===== src/rtl/ucsbece154b_fetch_queue_pkg.sv =====
// Shared definitions for the dual-issue fetch queue: NOP encoding, entry layout
// {PredTaken, PC[31:0], Instr[31:0]} and the decode pop rule.
package ucsbece154b_fetch_queue_pkg;

    localparam int INSTR_W = 32;
    localparam int PC_W    = 32;
    localparam int PRED_W  = 1;
    localparam int ENTRY_W = PRED_W + PC_W + INSTR_W;

    localparam logic [INSTR_W-1:0] NOP_INSTR = 32'h00000013;

    typedef struct packed {
        logic               pred;
        logic [PC_W-1:0]    pc;
        logic [INSTR_W-1:0] instr;
    } fq_entry_t;

    // Number of slots decode consumes this cycle:
    // load-use stall holds everything, a dual-issue hazard (or a missing
    // slot 2) lets only slot 1 go, otherwise both slots retire.
    function automatic logic [1:0] fq_pop_count(input logic stall_d,
                                                input logic stall_d2,
                                                input logic valid_d,
                                                input logic valid_d2);
        logic [1:0] n;
        if (stall_d)
            n = 2'd0;
        else if (stall_d2 || !valid_d2)
            n = {1'b0, valid_d};
        else
            n = 2'd2;
        return n;
    endfunction

endpackage


===== src/rtl/ucsbece154b_fq_mem.sv =====
// Fetch queue storage: DEPTH x 65-bit register array with two write ports
// (port 1 only writes alongside port 0) and two asynchronous read ports.
// Data is intentionally not reset; validity lives in the top's count.
module ucsbece154b_fq_mem
    import ucsbece154b_fetch_queue_pkg::*;
#(
    parameter int DEPTH = 8,
    localparam int AW = $clog2(DEPTH)
) (
    input  logic          clk,
    input  logic          i_we0,
    input  logic          i_we1,
    input  logic [AW-1:0] i_waddr0,
    input  logic [AW-1:0] i_waddr1,
    input  fq_entry_t     i_wdata0,
    input  fq_entry_t     i_wdata1,
    input  logic [AW-1:0] i_raddr0,
    input  logic [AW-1:0] i_raddr1,
    output fq_entry_t     o_rdata0,
    output fq_entry_t     o_rdata1
);

    fq_entry_t r_mem [DEPTH];

    // Write the first word, and the second only when the first is written too.
    always_ff @(posedge clk) begin
        if (i_we0) begin
            r_mem[i_waddr0] <= i_wdata0;
            if (i_we1)
                r_mem[i_waddr1] <= i_wdata1;
        end
    end

    assign o_rdata0 = r_mem[i_raddr0];
    assign o_rdata1 = r_mem[i_raddr1];

endmodule


===== src/rtl/ucsbece154b_fetch_queue.sv =====
// Dual-issue instruction queue between fetch and the two decode slots.
// Optional same-cycle fetch-to-decode bypass when empty: FETCHQ_BYPASS_EN.
module ucsbece154b_fetch_queue
    import ucsbece154b_fetch_queue_pkg::*;
#(
    parameter int DEPTH = 8
) (
    input  logic        clk,
    input  logic        reset,
    input  logic [1:0]  FetchValid_i,
    input  logic [31:0] FetchPC_i,
    input  logic [31:0] FetchInstr0_i,
    input  logic [31:0] FetchInstr1_i,
    input  logic [1:0]  FetchPredTaken_i,
    output logic        FetchReady_o,
    input  logic        StallD_i,
    input  logic        StallD2_i,
    input  logic        Mispredict_i,
    output logic [31:0] InstrD_o,
    output logic [31:0] PCD_o,
    output logic        PredTakenD_o,
    output logic        ValidD_o,
    output logic [31:0] InstrD2_o,
    output logic [31:0] PCD2_o,
    output logic        PredTakenD2_o,
    output logic        ValidD2_o
);

    localparam int AW = $clog2(DEPTH);
    localparam int CW = AW + 1;

    logic [AW-1:0] r_rd_ptr;
    logic [AW-1:0] r_wr_ptr;
    logic [CW-1:0] r_count;

    // Handshake: a fetch word transfers on a rising edge where FetchValid_i
    // marks it and FetchReady_o is high. FetchReady_o depends only on the
    // registered count (room for a full 2-wide push), never on this cycle's
    // stalls or mispredict, so fetch sees no combinational path from decode.
    // Words offered while FetchReady_o is low are dropped, not held.
    logic w_fetch_ready;
    logic w_push_en;
    logic [1:0] w_push_n;
    assign w_fetch_ready = (r_count <= CW'(DEPTH - 2));
    assign w_push_en     = w_fetch_ready & FetchValid_i[0];
    assign w_push_n      = w_push_en ? (FetchValid_i[1] ? 2'd2 : 2'd1) : 2'd0;
    assign FetchReady_o  = w_fetch_ready;

    fq_entry_t w_entry0, w_entry1;
    assign w_entry0 = {FetchPredTaken_i[0], FetchPC_i, FetchInstr0_i};
    assign w_entry1 = {FetchPredTaken_i[1], FetchPC_i + 32'd4, FetchInstr1_i};

    fq_entry_t w_q0, w_q1;
    logic [AW-1:0] w_rd_ptr1, w_wr_ptr1;
    assign w_rd_ptr1 = r_rd_ptr + AW'(1);
    assign w_wr_ptr1 = r_wr_ptr + AW'(1);

    logic      w_slot_v, w_slot_v2;
    fq_entry_t w_slot_e, w_slot_e2;
    logic [1:0] w_pop;
    logic       w_we0, w_we1;
    fq_entry_t  w_wd0, w_wd1;
    logic [1:0] w_rd_adv, w_wr_adv;

`ifdef FETCHQ_BYPASS_EN
    logic w_bypass;
    assign w_bypass = (r_count == '0) && w_fetch_ready;
`endif

    // Select what the decode slots see: queue head, or raw fetch words when bypassing.
    always_comb begin
        w_slot_v  = (r_count >= CW'(1));
        w_slot_v2 = (r_count >= CW'(2));
        w_slot_e  = w_q0;
        w_slot_e2 = w_q1;
`ifdef FETCHQ_BYPASS_EN
        if (w_bypass) begin
            w_slot_v  = FetchValid_i[0];
            w_slot_v2 = FetchValid_i[0] & FetchValid_i[1];
            w_slot_e  = w_entry0;
            w_slot_e2 = w_entry1;
        end
`endif
    end

    assign ValidD_o      = w_slot_v;
    assign InstrD_o      = w_slot_v ? w_slot_e.instr : NOP_INSTR;
    assign PCD_o         = w_slot_v ? w_slot_e.pc : 32'd0;
    assign PredTakenD_o  = w_slot_v & w_slot_e.pred;
    assign ValidD2_o     = w_slot_v2;
    assign InstrD2_o     = w_slot_v2 ? w_slot_e2.instr : NOP_INSTR;
    assign PCD2_o        = w_slot_v2 ? w_slot_e2.pc : 32'd0;
    assign PredTakenD2_o = w_slot_v2 & w_slot_e2.pred;

    // Decide pop count, storage writes and pointer advances for this cycle.
    always_comb begin
        w_pop    = fq_pop_count(StallD_i, StallD2_i, w_slot_v, w_slot_v2);
        w_we0    = w_push_en;
        w_we1    = w_push_en & FetchValid_i[1];
        w_wd0    = w_entry0;
        w_wd1    = w_entry1;
        w_rd_adv = w_pop;
        w_wr_adv = w_push_n;
`ifdef FETCHQ_BYPASS_EN
        // Bypassed words already consumed by decode never enter storage;
        // the leftover word (if any) lands at wr_ptr.
        if (w_bypass) begin
            w_rd_adv = 2'd0;
            w_wr_adv = w_push_n - w_pop;
            if (w_pop == 2'd1) begin
                w_we0 = (w_push_n == 2'd2);
                w_we1 = 1'b0;
                w_wd0 = w_entry1;
            end else if (w_pop == 2'd2) begin
                w_we0 = 1'b0;
                w_we1 = 1'b0;
            end
        end
`endif
    end

    ucsbece154b_fq_mem #(.DEPTH(DEPTH)) u_mem (
        .clk      (clk),
        .i_we0    (w_we0 & reset & ~Mispredict_i),
        .i_we1    (w_we1 & reset & ~Mispredict_i),
        .i_waddr0 (r_wr_ptr),
        .i_waddr1 (w_wr_ptr1),
        .i_wdata0 (w_wd0),
        .i_wdata1 (w_wd1),
        .i_raddr0 (r_rd_ptr),
        .i_raddr1 (w_rd_ptr1),
        .o_rdata0 (w_q0),
        .o_rdata1 (w_q1)
    );

    // Pointer/count update; mispredict discards everything including this cycle's fetch.
    always_ff @(posedge clk or negedge reset) begin
        if (!reset) begin
            r_rd_ptr <= '0;
            r_wr_ptr <= '0;
            r_count  <= '0;
        end else if (Mispredict_i) begin
            r_rd_ptr <= '0;
            r_wr_ptr <= '0;
            r_count  <= '0;
        end else begin
            r_rd_ptr <= r_rd_ptr + AW'(w_rd_adv);
            r_wr_ptr <= r_wr_ptr + AW'(w_wr_adv);
            r_count  <= r_count + CW'(w_push_n) - CW'(w_pop);
        end
    end

`ifdef SIM
    // Flag fetch pushing into a queue without room; the words are dropped.
    always_ff @(posedge clk) begin
        if (reset && !Mispredict_i && FetchValid_i[0] && !w_fetch_ready)
            $error("fetch_queue: push while FetchReady_o=0 dropped");
    end
`endif

endmodule


===== config.mk =====
export PLATFORM = sky130hd
export DESIGN_NAME = ucsbece154b_fetch_queue
export DESIGN_NICKNAME = d
export VERILOG_FILES = /design/src/rtl/ucsbece154b_fetch_queue_pkg.sv /design/src/rtl/ucsbece154b_fq_mem.sv /design/src/rtl/ucsbece154b_fetch_queue.sv
export SDC_FILE = /design/constraint.sdc
export NUM_CORES = 1
export LEC_CHECK = 0
export CAP_MARGIN = 40
export CELL_PAD_IN_SITES_DETAIL_PLACEMENT = 0
export CELL_PAD_IN_SITES_GLOBAL_PLACEMENT = 1
export CORE_ASPECT_RATIO = 1.25
export CORE_MARGIN = 8
export CORE_UTILIZATION = 48
export DETAILED_ROUTE_END_ITERATION = 7
export MAX_ROUTING_LAYER = met4
export PLACE_DENSITY = 0.8
export SYNTH_ARGS = -nofsm -noshare
export SYNTH_HDL_FRONTEND = slang
export SYNTH_SLANG_ARGS = --single-unit

===== constraint.sdc =====
create_clock -name clk -period 8 [get_ports clk]
set_input_delay 2.4 -clock clk [delete_from_list [all_inputs] [get_ports clk]]
set_output_delay 2.4 -clock clk [all_outputs]
set_load 0.05 [all_outputs]

==> flow_metrics.tcl, run 1 <==
set metrics [dict create \
    cts_tree "built" \
    placed_area_sq_mm 0.0352 \
    drt-pass1-iter-count 5 \
    top_layer_used "met4" \
    wirelength_met1_mm 37.6 \
    crit_family "buffers and inverters" \
    tightest_slew_ps 944 \
    critical_path_depth 7 \
    postRouteAntennaNets 0 \
    final_layout_size_suffix_gt1_share_pct 15.4 \
    cp-end-kind "primary output" \
    postSynthNetCount 2957 \
    setup_violations 0 \
    grt_pass1_vias 23900 \
    fill_cells 5368 \
    vdd_drop_max_mv 0.274 \
    hold_depth 2 \
    postCtsSetupBuffers 0 \
    rsz0062_at_grt "no" \
    yosysUniqueCellTypes 43 \
    track_usage_pct 28.4 \
    syn_inst 2836 \
    cts_hold_buf 0 \
    wire_per_inst_microns 27.2 \
    met3WireLength_mm 10.1 \
    clkLatencyLatePin_ps 610 \
    drc 0 \
    start_kind "flip-flop" \
    critPathRequiredTime_ps 5600 \
    powerDensity_mw_per_mm2 330 \
    antenna_found_initial 12 \
    ys.flop_type "edfxtp_1" \
    cts_sinks 530 \
    yosys_warnings 0 \
    drt_iter0_markers 2283 \
    slew_viol_final 0 \
    dp_hpwl_mm 63.4 \
    vias 23400 \
    core_area_sq_mm 0.0656 \
    io-pin-count 238 \
    finalHoldViolCount 0 \
    path_buf_inv 3 \
    overflow 0 \
    syn_area_per_cell_sq_um 11.2 \
    worst_slack_ps 1380 \
    cts_resized 0 \
    clockRootBuffer "clkbuf_16" \
    post-route-period-util_pct 82.8 \
    die_y_microns 303 \
    async_flop_share_pct 1.89 \
    hold_class "reg -> reg" \
    pre_cts_ws_ps 2030 \
    grt_pass1_wl_mm 153 \
    cts_buffers 52 \
    yosysSeqAreaShare_pct 50.0 \
    mostFrequentLayoutCell "nand2_1" \
    cap_violations 0 \
    fmax_mhz 151 \
    cp_max_fo 38 \
    grt_max_degree 122 \
    die_w_microns 246 \
    via_per_inst 6.12 \
    fp-row-count 105 \
    worstPathCellList "ha_4, buf_16, buf_4, mux4_2, nand2_1, a21oi_1, clkdlybuf4s50_1" \
    wl_met2_mm 52.0 \
    cts_max_path_buffers 3 \
    synth_area_sq_mm 0.0317 \
    finalInstanceArea_sq_mm 0.0369 \
    fin_nets 3046 \
    outcome "complete, no violations" \
    synth_edf_count 520 \
    port_buffers 237 \
    cp_slowest_cell "clkdlybuf4s50_1" \
    worst_path_largest_cell_delay_ps 880 \
    final_cell_mix "nand2_1 (1050), edfxtp_1 (520), mux4_2 (260), clkdlybuf4s50_1 (237), nor2_1 (202)" \
    crit_arrival_ps 4220 \
    start_util_pct 48.4 \
    period_minus_slack_ps 6620 \
    die_area_sq_mm 0.0746 \
    wl_mm 104 \
    clk_pin_slew_ps 60 \
    synth-seq-cells 530 \
    r2r_cells 13 \
    final.setup_skew_ps 15.9 \
    max_slew_margin_pct 36.6 \
    power_leakage_nw 12.9 \
    worst-setup-path-type "reg -> out" \
    gp_congestion 0.835 \
    htree_levels 2 \
    syn_to_final_growth_pct 16.2 \
]
==> logic make-up after synthesis <==
| group | count (synthesis) | share of synthesized area (%) |
|---|---|---|
| and+or+nand+nor | 1360 | 17.1 |
| adders and majority gates | 16 | 0.725 |
| DFF | 530 | 50.0 |
| muxes | 325 | 20.5 |
| buffers and inverters | 289 | 3.81 |
| AOI/OAI and AO/OA | 76 | 1.26 |
| xor gates and xnor gates | 240 | 6.62 |
==> per-stage QoR <==
step           instances  setup TNS [ps]  total power [mW]  util (%)  hold slack, ps
2_1_floorplan       2836          -33070              7.67         -             609
4_1_cts             3820               0              12.2      56.2             752
6_report            3832               0              12.2      56.2             738
3_3_place_gp        3710               0              9.65      53.0             696
3_5_place_dp        3727               0              9.73      53.6             725
5_1_grt             3832               0              12.6      56.2             789
==> worst min-delay path, stage by stage (launching register included) <==
cell,delay [ps]
dfrtp_1,410
ha_1,160
nor2b_1,130
==> sequential cells by signal (all words and copies together) (netlist names) <==
register / cells
u_mem.r_mem: 520
r_count: 4
r_rd_ptr: 3
r_wr_ptr: 3
==> per-layer routing <==
metal  vias to the layer above  track usage, %
li1                      10100               -
met1                     11700            33.9
met2                      1342            46.9
met3                       296            5.20
met4                         0            12.8
met5                         -               -
==> cells in the mapped netlist (5+ instances only) <==
master    count  share of area [%]
inv_1        17               0.20
dfrtp_1      10               0.79
clkbuf_1    131                1.5
o21ai_0       6              0.095
xnor2_1     105                2.9
nor2_1      204                2.4
and3_1        5              0.099
nand2_1    1058                 13
buf_2        51               0.80
nand3_1      17               0.27
xor2_1      135                3.7
nor3_1        5              0.079
nor3_2        7               0.22
nand4_1      18               0.35
and2_1        5              0.099
nor2_2       12               0.24
ha_1         12               0.47
mux4_2      260                 18
a21oi_1      63               0.99
clkbuf_2     34               0.54
buf_1        53               0.63
mux2i_1      65                2.1
and4_1        5               0.14
edfxtp_1    520                 49
==> path summary, 6_finish.rpt <==
path,slack (ps),end,start
worst max-delay path,1380,InstrD2_o[18],r_rd_ptr[1]
max in group asynchronous,5380,r_rd_ptr[2],reset
worst min register to register,740,r_count[0],r_count[0]
min in group asynchronous,2170,r_count[1],reset
worst max register to register,3960,r_count[2],r_count[2]
worst min-delay path,740,r_count[0],r_count[0]
==> layout make-up <==
class | instances | area, sq um | share of cell area (%)
antenna | 12 | 30.0 | 0.0815
clock buffer | 60 | 1350 | 3.67
clock inverter | 33 | 329 | 0.893
inverter | 17 | 63.8 | 0.173
multi-input combinational | 2017 | 14900 | 40.4
sequential | 530 | 15900 | 43.1
tap | 856 | 1070 | 2.91
timing repair buffer | 307 | 3270 | 8.86
==> where the power goes <==
part | switching (mW) | internal [mW]
clock | 1.07 | 1.43
combinational | 3.97 | 2.41
sequential | 0.127 | 3.14
total | 5.17 | 6.98
(Power assumes the default switching activity.)
==> run 2, diff against run 1 <==
Settings changed: CORE_UTILIZATION 48 to 43, PLACE_DENSITY 0.8 to 0.76.
Clock period 8 ns to 5.7 ns, I/O delays scaled along.
==> flow_metrics.tcl, run 2 (synthesis results as in run 1) <==
set metrics [dict create \
    cap_violations 0 \
    cp_max_fo 49 \
    p_switching_mw 7.32 \
    core_area_sq_mm 0.0732 \
    final_cell_mix "nand2_1 (1050), edfxtp_1 (520), mux4_2 (260), nor2_1 (202), clkdlybuf4s50_1 (190)" \
    largest_reg_flops 520 \
    io-pin-count 238 \
    fin_nets 3082 \
    die_y_microns 320 \
    die_area_sq_mm 0.0828 \
    worst-setup-path-type "reg -> out" \
    wirelength_met1_mm 39.9 \
    finalInstanceArea_sq_mm 0.0373 \
    netSwitchingFraction_pct 43.0 \
    mostFrequentLayoutCell "nand2_1" \
    cp-end-kind "primary output" \
    syn_to_final_growth_pct 17.6 \
    via_per_inst 5.86 \
    hold_class "reg -> reg" \
    overflow 0 \
    hp-start "r_count[0]" \
    port_buffers 237 \
    cts_hold_buf 0 \
    antenna_found_initial 10 \
    crit_path_start "r_rd_ptr[0]" \
    drc 0 \
    crit-reg2reg-launch "r_count[2]" \
    vias 23300 \
    p_clk_share_pct 20.7 \
    post-route-period-util_pct 95.5 \
    wire_per_inst_microns 26.5 \
    track_usage_pct 25.6 \
    top_regs "u_mem.r_mem: 520 flops, r_count: 4 flops" \
    clockRootBuffer "clkbuf_16" \
    postCtsSetupBuffers 0 \
    placed_area_sq_mm 0.0356 \
    pre_cts_ws_ps 778 \
    worst_slack_ps 259 \
    clkLatencyLatePin_ps 610 \
    drt_iter0_markers 2398 \
    top_layer_used "met4" \
    slew_viol_final 0 \
    fmax_mhz 184 \
    cts_resized 0 \
    fin_total_pwr_mw 17.0 \
    setup_violations 0 \
    regArea_sq_mm 0.0159 \
    wl_met2_mm 52.9 \
    final_layout_size_suffix_gt1_share_pct 18.0 \
    critPathRequiredTime_ps 3990 \
    dp_hpwl_mm 66.1 \
    combPwrFrac_pct 52.9 \
    postRouteAntennaNets 0 \
    powerDensity_mw_per_mm2 456 \
    vdd_drop_max_mv 0.520 \
    period_minus_slack_ps 5440 \
    die_w_microns 259 \
    gp_congestion 0.838 \
    p_seq_share_pct 26.4 \
    clk_pin_slew_ps 60 \
    cts_sinks 530 \
    fp-row-count 111 \
    met3WireLength_mm 8.39 \
    crit_arrival_ps 3730 \
    tightest_slew_ps 936 \
    start_kind "flip-flop" \
    cts_buffers 55 \
    wl_mm 105 \
    start_util_pct 43.4 \
    multiInputGateArea_sq_mm 0.0149 \
    grt_max_degree 96 \
    final.setup_skew_ps 13.9 \
    max_slew_margin_pct 37.6 \
    regMostFlops "u_mem.r_mem" \
    cts_tree "built" \
    internal-power_mw 9.70 \
    fill_cells 6257 \
    grt_pass1_vias 24000 \
    power_leakage_nw 13.2 \
    cts_max_path_buffers 3 \
    rsz0062_at_grt "no" \
    drt-pass1-iter-count 8 \
    htree_levels 2 \
    finalHoldViolCount 0 \
    grt_pass1_wl_mm 154 \
    hold_slack_ps 730 \
    outcome "complete, no violations" \
]
==> run 2: cell types whose count changed in the layout (fill, tap and decap cells not counted), moves of 2 or more <==
| cell | change |
|---|---|
| clkinv_1 | -2 |
| clkdlybuf4s50_1 | -47 |
| nand2_2 | -8 |
| bufinv_16 | -3 |
| buf_16 | -6 |
| clkbuf_16 | +4 |
| nand2_4 | +8 |
| buf_12 | +18 |
| diode_2 | -2 |
| buf_4 | +64 |
| buf_8 | +3 |
| clkinv_2 | +5 |
==> run 2: final timing paths <==
kind,end,cells after the start,slack [ps]
worst max-delay path,InstrD2_o[4],6,260
worst min-delay path,r_count[0],2,730
worst max register to register,r_count[3],14,1750
worst min register to register,r_count[0],2,730
max in group asynchronous,r_rd_ptr[1],2,3820
min in group asynchronous,r_wr_ptr[2],1,1390
==> run 2: cell type report <==
cell class	instances	area share (%)
Sequential cell	530	42.6
Multi-Input combinational cell	2017	40.0
Timing Repair Buffer	340	9.44
Clock buffer	65	3.90
Tap cell	960	3.22
Clock inverter	33	0.691
Inverter	17	0.171
Antenna cell	10	0.0671
==> run 2: power by group through the flow <==
stage / Sequential [mW] / Combinational [mW] / Clock (mW)
floorplan: 4.54 / 6.22 / 0
global route: 4.51 / 9.45 / 3.70
detailed placement: 4.58 / 9.08 / 0
CTS: 4.50 / 9.11 / 3.56
finish: 4.50 / 9.00 / 3.52
global placement: 4.57 / 8.98 / 0
==> run 2: worst max-delay path, stage by stage, from the launching register on <==
cell	delay, ps
dfrtp_4	590
ha_4	780
buf_12	400
mux4_2	360
nand2_1	100
nand3_1	110
clkdlybuf4s50_1	720
==> run 2: routing by layer <==
metal	GRT usage, %	vias to the layer above
met3	4.27	239
met2	42.8	1180
li1	-	10100
met5	-	-
met4	9.43	0
met1	31.1	11700
==> run 2: stage by stage <==
stage	setup TNS, ps	std cells	utilization [%]
6_report	0	3972	51.0
5_1_grt	0	3972	51.0
4_1_cts	0	3962	50.9
3_5_place_dp	0	3864	48.6
3_3_place_gp	0	3843	48.0
2_1_floorplan	-861540	2836	-
==> RTL edit: new RTL, flow settings as in run 1 <==
`DEPTH` is set to 8 in 2 places; all go to 4.
--- a/src/rtl/ucsbece154b_fq_mem.sv
+++ b/src/rtl/ucsbece154b_fq_mem.sv
@@ -4,7 +4,7 @@
 module ucsbece154b_fq_mem
     import ucsbece154b_fetch_queue_pkg::*;
 #(
-    parameter int DEPTH = 8,
+    parameter int DEPTH = 4,
     localparam int AW = $clog2(DEPTH)
 ) (
     input  logic          clk,
--- a/src/rtl/ucsbece154b_fetch_queue.sv
+++ b/src/rtl/ucsbece154b_fetch_queue.sv
@@ -3,7 +3,7 @@
 module ucsbece154b_fetch_queue
     import ucsbece154b_fetch_queue_pkg::*;
 #(
-    parameter int DEPTH = 8
+    parameter int DEPTH = 4
 ) (
     input  logic        clk,
     input  logic        reset,
Formal check against the unedited RTL: not equivalent (a bounded check fails within 4 cycles, from zero or initial values and one cycle with reset low).
==> RTL edit against run 1 <==
Critical path depth is 1 higher. Via count is 50% lower. Count of clock-buffer cells in the layout is 29 lower. Setup slack better by 0.43 ns. Register-to-register slack better by 1.1 ns. Clock power is 52% lower. Synthesized cell count is 51% lower. Design area is 47% lower. Area after synthesis is 49% lower. Wire length is 55% lower. Combinational power is 53% lower. Sequential share of layout area is 2.3 points lower. Sequential cell count is 263 lower. Total power is 51% lower.
==> RTL edit: results (changes against run 1) <==
* Post-Syn Area per Cell at 11.6 um^2 (+4.0%)
* Max reg flops at 260 (-50%)
* Peak VDD IR at 0.000273 V (-0.35%)
* First-pass GRT wire length at 71400 um (-53%)
* Clk_lat worst skew at 0.54 ns (-0.07 ns)
* Vias in the first global route at 12200 (-49%)
* Detailed Routing Iterations Pass 1 at 6 (+1)
* Max incr delay on CP at 0.82 ns (-0.06 ns)
* Pleak at 6.79 nW (-47%)
* Post-synth top cells: 456 x nand2_1, 260 x edfxtp_1, 130 x mux4_2
* Register-to-Register Path Depth at 5 (-8)
* Top cells by area, synth: edfxtp_1 48%, mux4_2 18%, nand2_1 10%
* Hold slack final at 0.742 ns (+0.00430 ns)
* Ys async rst share at 0.0262 (+0.00735)
* CTS HTree Levels at 1 (-1)
* Met1 Use GR at 0.280 (-0.0587)
* GR Util met3 at 0.0384 (-0.0136)
* Pre-CTS setup slack at 2.29 ns (+0.257 ns)
* Worst Path Max Fanout at 64 (+68%)
* Clk_skew at 0.0139 ns (-0.00206 ns)
* Yosys cell types at 44 (+2.3%)
* Final Non-Filler Cells at 2016 (-47%)
* Biggest regs: u_mem.r_mem (260), r_count (3)
* Worst-margin pin slew at 0.908 ns (-0.0354 ns)
* Total CTS buffers at 27 (-48%)
* GRT Overall Usage at 0.235 (-0.0493)
* EDFF count, synth at 260 (-50%)
* Initial drt markers at 918 (-60%)
* Drt via density at 5.80 (-5.1%)
* Final Wtd Congestion at 0.803 (-3.8%)
* Status: finished clean
* Hold path start: r_count[2]
* GR Util met2 at 0.404 (-0.0650)
* R2r endpoint: u_mem.r_mem[0][48]
* Final worst setup slack at 1.80 ns (+0.427 ns)
* CP Data Arrival Time at 3.80 ns (-0.42 ns)
* Post-DP Area at 18800 um^2 (-47%)
* Hpwl dp at 30100 um (-52%)
* Final-stage net count at 1677 (-45%)
* Hold path cells at 3 (+1)
* Wire per inst at 23.2 um (-15%)
[RTL edit: layout make-up]
cell class	instances	area [um^2]
timing repair buffer	261	2610
clock inverter	16	119
inverter	6	22.5
sequential	267	7990
tap	423	529
antenna	8	20.0
fill	2765	13900
multi-input combinational	1004	7620
clock buffer	31	691
[RTL edit: where the power goes]
group / total, mW / switching [mW] / internal (mW)
clock network: 1.20 / 0.527 / 0.676
registers: 1.71 / 0.101 / 1.61
logic: 3.03 / 1.89 / 1.13
total: 5.94 / 2.52 / 3.42
[RTL edit: worst max-delay path by stage]
| stage | cells past startpoint | end | from |
|---|---|---|---|
| after floorplan | 4 | u_mem.r_mem[1][0] | Mispredict_i |
| after global placement | 5 | u_mem.r_mem[0][52] | reset |
| after detailed placement | 8 | InstrD_o[6] | r_count[2] |
| after CTS | 8 | PredTakenD_o | r_count[2] |
| after global routing | 8 | InstrD_o[12] | r_count[2] |
| final | 8 | PredTakenD_o | r_count[2] |
[RTL edit: cells by family after synthesis]
| group | after synthesis | share of synthesized area |
|---|---|---|
| buffers and inverters | 130 | 0.0464 |
| AND/OR/NAND/NOR | 741 | 0.211 |
| adder cells (fa/ha/maj) | 5 | 0.00476 |
| AO/OA/AOI/OAI | 5 | 0.00192 |
| XOR/XNOR | 123 | 0.0669 |
| flip-flops | 267 | 0.490 |
| multiplexers | 130 | 0.180 |
[RTL edit: per-layer routing]
layer	vias to the layer above	part of all wire
met5	-	0
met4	0	0.024
met3	80	0.074
met2	506	0.51
met1	5826	0.40
li1	5287	-
[RTL edit: tightest hold or removal path, cell delays in order, from the launching register on]
cell	delay, ns
dfrtp_1	0.42
xnor2_1	0.12
xnor2_1	0.13
nor2_1	0.04
